$ cat config.mk
export PLATFORM = sky130hd
export DESIGN_NAME = lfsr_7_check_rx
export DESIGN_NICKNAME = d
export VERILOG_FILES = /design/src/rtl/lfsr_7_check_rx_pkg.sv /design/src/rtl/lfsr_7_step12.sv /design/src/rtl/lfsr_7_check_rx.sv
export SDC_FILE = /design/constraint.sdc
export NUM_CORES = 1
export LEC_CHECK = 0
export CELL_PAD_IN_SITES_DETAIL_PLACEMENT = 1
export CELL_PAD_IN_SITES_GLOBAL_PLACEMENT = 1
export CORE_ASPECT_RATIO = 2
export CORE_MARGIN = 1.5
export CORE_UTILIZATION = 43
export CTS_CLUSTER_DIAMETER = 40
export CTS_CLUSTER_SIZE = 14
export DETAILED_ROUTE_END_ITERATION = 6
export GPL_ROUTABILITY_DRIVEN = 0
export PLACE_DENSITY_LB_ADDON = 0.1
export SYNTH_ARGS = -nofsm -noshare
export SYNTH_HDL_FRONTEND = slang
export SYNTH_HIERARCHICAL = 1
export SYNTH_SLANG_ARGS = --single-unit
$ cat constraint.sdc
create_clock -name clk -period 3.4 [get_ports clk]
set_input_delay 0.34 -clock clk [delete_from_list [all_inputs] [get_ports clk]]
set_output_delay 0.34 -clock clk [all_outputs]
set_load 0.05 [all_outputs]
$ cat src/rtl/lfsr_7_check_rx_pkg.sv
// Shared constants for the 411-bit, 12-bit-per-cycle LFSR remainder generator/checker pair.
package lfsr_7_check_rx_pkg;

    localparam int unsigned WIDTH     = 411;
    localparam int unsigned W         = 12;
    localparam int unsigned CHKW      = (WIDTH + W - 1) / W;
    localparam int unsigned LAST_BITS = WIDTH - (CHKW - 1) * W;
    localparam int unsigned CNT_W     = 6;

    localparam int unsigned TAP_A = 31;
    localparam int unsigned TAP_B = 60;
    localparam int unsigned TAP_C = 190;
    localparam int unsigned TAP_D = 195;
    localparam int unsigned TAP_E = 245;

    localparam logic [WIDTH-1:0] SEED = '0;

    // Feedback positions other than bit 0, which always takes msb^data.
    function automatic logic [WIDTH-1:0] tap_mask();
        logic [WIDTH-1:0] m;
        m        = '0;
        m[TAP_A] = 1'b1;
        m[TAP_B] = 1'b1;
        m[TAP_C] = 1'b1;
        m[TAP_D] = 1'b1;
        m[TAP_E] = 1'b1;
        return m;
    endfunction

    localparam logic [WIDTH-1:0] TAP_MASK  = tap_mask();
    localparam logic [W-1:0]     LAST_MASK = W'((1 << LAST_BITS) - 1);

    typedef enum logic [1:0] {
        S_IDLE,
        S_PAYLOAD,
        S_CHECK,
        S_DONE
    } state_t;

endpackage

$ cat src/rtl/lfsr_7_step12.sv
// Combinational 12-step LFSR next-state function; data bit 0 is shifted in first.
module lfsr_7_step12
    import lfsr_7_check_rx_pkg::*;
(
    input  logic [WIDTH-1:0] state_in,
    input  logic [W-1:0]     data,
    output logic [WIDTH-1:0] state_out
);

    logic [WIDTH-1:0] w_s;
    logic             w_msb;

    always_comb begin
        w_s   = state_in;
        w_msb = 1'b0;
        for (int unsigned i = 0; i < W; i++) begin
            w_msb = w_s[WIDTH-1];
            w_s   = {w_s[WIDTH-2:0], w_msb ^ data[i]} ^ (TAP_MASK & {WIDTH{w_msb}});
        end
        state_out = w_s;
    end

endmodule

$ cat src/rtl/lfsr_7_check_rx.sv
// Receive-side LFSR remainder checker: recomputes the remainder over payload words and
// compares it against the 35 trailing check words, reporting pass/fail once per frame.
module lfsr_7_check_rx
    import lfsr_7_check_rx_pkg::*;
(
    input  logic             clk,
    input  logic             rst,
    input  logic             in_valid,
    output logic             in_ready,
    input  logic [W-1:0]     in_data,
    input  logic             in_sof,
    input  logic             in_last,
    output logic             done,
    output logic             pass,
    output logic             err_frame,
    output logic [WIDTH-1:0] rem_out
);

    localparam logic [CNT_W-1:0] LAST_CNT = CNT_W'(CHKW - 1);

    state_t             r_state, w_state_nxt;
    logic [WIDTH-1:0]   r_lfsr, w_lfsr_nxt;
    logic [CNT_W-1:0]   r_chk_cnt, w_chk_cnt_nxt;
    logic               r_mismatch, w_mismatch_nxt;
    logic               r_err_frame, w_err_frame_nxt;

    logic               w_xfer;
    logic [WIDTH-1:0]   w_step_in;
    logic [WIDTH-1:0]   w_step_out;
    logic [CHKW*W-1:0]  w_pad;
    logic [W-1:0]       w_words [CHKW];
    logic [W-1:0]       w_slice;
    logic [W-1:0]       w_mask;
    logic               w_miss;

    assign w_xfer = in_valid & in_ready;

    // A sof word always restarts from SEED, including the abort-and-restart case in PAYLOAD.
    assign w_step_in = ((r_state == S_IDLE) || in_sof) ? SEED : r_lfsr;

    lfsr_7_step12 u_step (
        .state_in  (w_step_in),
        .data      (in_data),
        .state_out (w_step_out)
    );

    // Zero-pad so the final partial check word indexes like the others.
    assign w_pad = {{(CHKW*W-WIDTH){1'b0}}, r_lfsr};

    always_comb begin
        for (int unsigned k = 0; k < CHKW; k++) begin
            w_words[k] = w_pad[k*W +: W];
        end
    end

    assign w_slice = w_words[r_chk_cnt];
    assign w_mask  = (r_chk_cnt == LAST_CNT) ? LAST_MASK : '1;
    assign w_miss  = |((in_data ^ w_slice) & w_mask);

    always_ff @(posedge clk or negedge rst) begin
        if (!rst) begin
            r_state     <= S_IDLE;
            r_lfsr      <= SEED;
            r_chk_cnt   <= '0;
            r_mismatch  <= 1'b0;
            r_err_frame <= 1'b0;
        end else begin
            r_state     <= w_state_nxt;
            r_lfsr      <= w_lfsr_nxt;
            r_chk_cnt   <= w_chk_cnt_nxt;
            r_mismatch  <= w_mismatch_nxt;
            r_err_frame <= w_err_frame_nxt;
        end
    end

    always_comb begin
        w_state_nxt     = r_state;
        w_lfsr_nxt      = r_lfsr;
        w_chk_cnt_nxt   = r_chk_cnt;
        w_mismatch_nxt  = r_mismatch;
        w_err_frame_nxt = r_err_frame;

        unique case (r_state)
            S_IDLE: begin
                if (w_xfer) begin
                    if (in_sof) begin
                        w_lfsr_nxt      = w_step_out;
                        w_mismatch_nxt  = 1'b0;
                        w_err_frame_nxt = 1'b0;
                        w_chk_cnt_nxt   = '0;
                        w_state_nxt     = in_last ? S_CHECK : S_PAYLOAD;
                    end else begin
                        w_err_frame_nxt = 1'b1;
                    end
                end
            end
            S_PAYLOAD: begin
                if (w_xfer) begin
                    w_lfsr_nxt = w_step_out;
                    if (in_sof) begin
                        w_mismatch_nxt  = 1'b0;
                        w_err_frame_nxt = 1'b1;
                    end
                    if (in_last) begin
                        w_chk_cnt_nxt = '0;
                        w_state_nxt   = S_CHECK;
                    end
                end
            end
            S_CHECK: begin
                if (w_xfer) begin
                    if (in_sof || in_last) begin
                        w_err_frame_nxt = 1'b1;
                    end
                    if (w_miss) begin
                        w_mismatch_nxt = 1'b1;
                    end
                    if (r_chk_cnt == LAST_CNT) begin
                        w_state_nxt = S_DONE;
                    end else begin
                        w_chk_cnt_nxt = r_chk_cnt + 1'b1;
                    end
                end
            end
            S_DONE: begin
                w_state_nxt = S_IDLE;
            end
            default: begin
                w_state_nxt = S_IDLE;
            end
        endcase
    end

    assign in_ready  = (r_state != S_DONE);
    assign done      = (r_state == S_DONE);
    assign pass      = done & ~r_mismatch;
    assign err_frame = r_err_frame;
    assign rem_out   = r_lfsr;

endmodule

==> metrics.txt <==
clk slew on worst S/H paths roughly 60 ps; Async SR Flop Fraction between 90% and 100%; Primary FF master, synth dfrtp_1; DRT Pass-1 Iters 5; first-pass GRT wire length roughly 140,000 um; vias 17,300; path depth of the worst reg2reg path 9; Synth top cells by count 421 x dfrtp_1, 416 x mux2_2, 415 x and2_1; max-slew violations 0; P&R area growth vs syn 18.0%; Yosys reg bits between 400 and 500; NumNets Final 2,297; Distinct cells, synth 65; Pwr per Cell Area 560 mW/mm2; Syn Inst Count 2,178; status completed; sequential element share of the synthesized area 41.1%; initial antenna violation count 2; DRC 0; # IOs between 400 and 500; vias in the first global route ~19,000; CP max stage delay between 500 and 600 ps; setup TNS 0 ps; r2r endpoint r_mismatch; CTS Buffer Depth 3; CP Launch Type flop; Mapped Area between 0.02 and 0.03 mm2; Area contributors post-synth dfrtp_1 41%, mux2_2 18%, buf_4 10%; starting density of the core between 40% and 50%; layout cells sized above 1 29.9%; wirelength, routed about 94,000 um; ANT nets after route 0; Yosys top cell area share between 40% and 50%; Critical Path Slowest Stage Cell or4_1; worst reg2reg setup slack roughly 67 ps; die height between 300 and 400 um; Clock Skew 10.2 ps; area of the die 0.0611 mm2; Worst Hold Class in -> async; CTS tree built; 1st-iter DRT viols 1,057; Synth Area per Inst approximately 12 um2; max-cap viol count 0; DP HPWL roughly 71,000 um; RSZ-0062 raised after global routing false; period utilization 98.0%; Setup Crit Path Kind reg -> reg; H-tree Lvls 2; Fin. Hold Viols 0; Rows 126; DR WL/cell slightly above 30 um; GRT Util Overall about 31%; CTS root buf clkbuf_16; grt ovf 0; most area-hungry cell type in the Yosys netlist dfrtp_1; clk_lat worst skew ~580 ps; largest net degree at the start of global routing between 100 and 150; Via-to-Cell Ratio 5.64; Worst Path Max Fanout 6; f_max roughly 300 MHz; CP top delay family compound AO/OA/AOI/OAI gates; core footprint slightly below 0.06 mm2; Die W between 150 and 200 um; Lkg Pwr 13.8 nW; PortBufs 431; Tmin final between 3000 and 4000 ps; CP arrival between 3000 and 4000 ps; worst vdd rail ir drop between 0.3 and 0.4 mV; WP data required 3840 ps; Post-synth EDFFs 0; number of synthesis warnings 6; crit-path cells buf_12, mux4_1, a2bb2oi_1, a22oi_1, a221oi_1, or4_1, a2111oi_0, and4_1, o211ai_1; CTS buffer count 45; Slew headroom approximately half; TritonCTS Sinks roughly 420; Buf/Inv on CP 1; Finished Core Util slightly above 50%; Final setup violation count 0; Post-Syn Nets roughly 2,200; most numerous cell in the Yosys netlist dfrtp_1; FF-to-FF Start r_chk_cnt[1]; critical path endpoint category flop; worst slew pin tran 727 ps
## state kept, by name, summed over array words and instances, names as in the netlist
name        flops
rem_out       411
r_state         2
err_frame       1
r_mismatch      1
r_chk_cnt       6
## power breakdown
group | total [mW] | internal (mW) | switching, mW
registers | 5.70 | 5.26 | 0.434
clock network | 5.35 | 3.14 | 2.21
logic | 5.90 | 2.30 | 3.60
## how the worst max path moves through the flow
stage	startpoint	endpoint	slack, ps	cells after the start
final	r_chk_cnt[1]	r_mismatch	70	9
after global routing	r_chk_cnt[1]	r_mismatch	2	10
after floorplan	r_chk_cnt[0]	r_mismatch	550	12
after CTS	r_chk_cnt[1]	r_mismatch	70	8
after global placement	r_chk_cnt[1]	r_mismatch	200	9
after detailed placement	r_chk_cnt[1]	r_mismatch	70	8
## kinds of logic after synthesis
kind of cell / synth area share, %
and+or+nand+nor: 12.1
muxes: 27.5
AOI/OAI and AO/OA: 3.20
DFF: 41.1
adders and majority gates: 0.293
buffers and inverters: 13.0
xor gates and xnor gates: 2.80
## per-layer routing
layer  routed length (um)  global-route usage, %  up-vias
met5                    0                      0        -
met4                 5670                   16.1        0
met3                 5710                   6.69      187
met1                33800                   33.7     9157
li1                     -                      -     7348
met2                49000                   55.7      654
## layout by cell type (no fill, tap or decap), types with 6 or more instances in the layout
master / n
o21ai_0: 19
nor2_1: 17
nor2b_1: 8
inv_1: 8
ha_1: 6
nand2_1: 32
xor3_1: 7
clkdlybuf4s50_1: 430
xor2_1: 59
a21oi_1: 19
clkinv_2: 8
a22oi_1: 11
clkbuf_16: 45
buf_12: 18
and2_1: 415
mux2i_1: 53
a22o_1: 6
mux2_2: 416
mux4_2: 77
nor3_1: 7
dfrtp_1: 418
buf_4: 90
o22ai_1: 10
bufinv_16: 8
a221oi_1: 9
## worst register-to-register path, cell delays in order, from the launching register on
cell and delay (ps):
dfrtp_4 450, buf_12 140, mux4_1 560, a2bb2oi_1 160, a22oi_1 350, a221oi_1 140, or4_1 590, a2111oi_0 370
and4_1 310, o211ai_1 130
## stage by stage
step / hold slack (ps) / cells / total power, mW / setup slack [ps] / cell area [um2]
2_1_floorplan: 44.4 / 2178 / 9.54 / 555 / 25600
3_3_place_gp: 343 / 2988 / 11.5 / 201 / 28600
3_5_place_dp: 346 / 2988 / 11.6 / 66.7 / 28600
4_1_cts: 337 / 3066 / 17.0 / 67.9 / 30200
5_1_grt: 344 / 3072 / 17.5 / 2.05 / 30200
6_report: 320 / 3074 / 16.9 / 66.5 / 30200
## cell type report
type                    instances  area, um2
fillers                      6126      28700
multi-input cells            1255      11800
flip-flops and latches        421      10500
repair buffers                540       5370
clock buffers                  52       1190
well taps                     768        961
clock inverters                25        359
inverters                      11       41.3
diodes                          2       5.00
## what timing repair did
| item | CTS | global route |
|---|---|---|
| resized for setup | 0 | 2 |
| endpoints found under the hold margin | 50 | 0 |
| buffers inserted | 0 | 6 |
| endpoints found under the setup margin | 0 | 1 |
| hold buffers | 1 | 0 |
No activity file was read; power rests on OpenSTA's default activity.
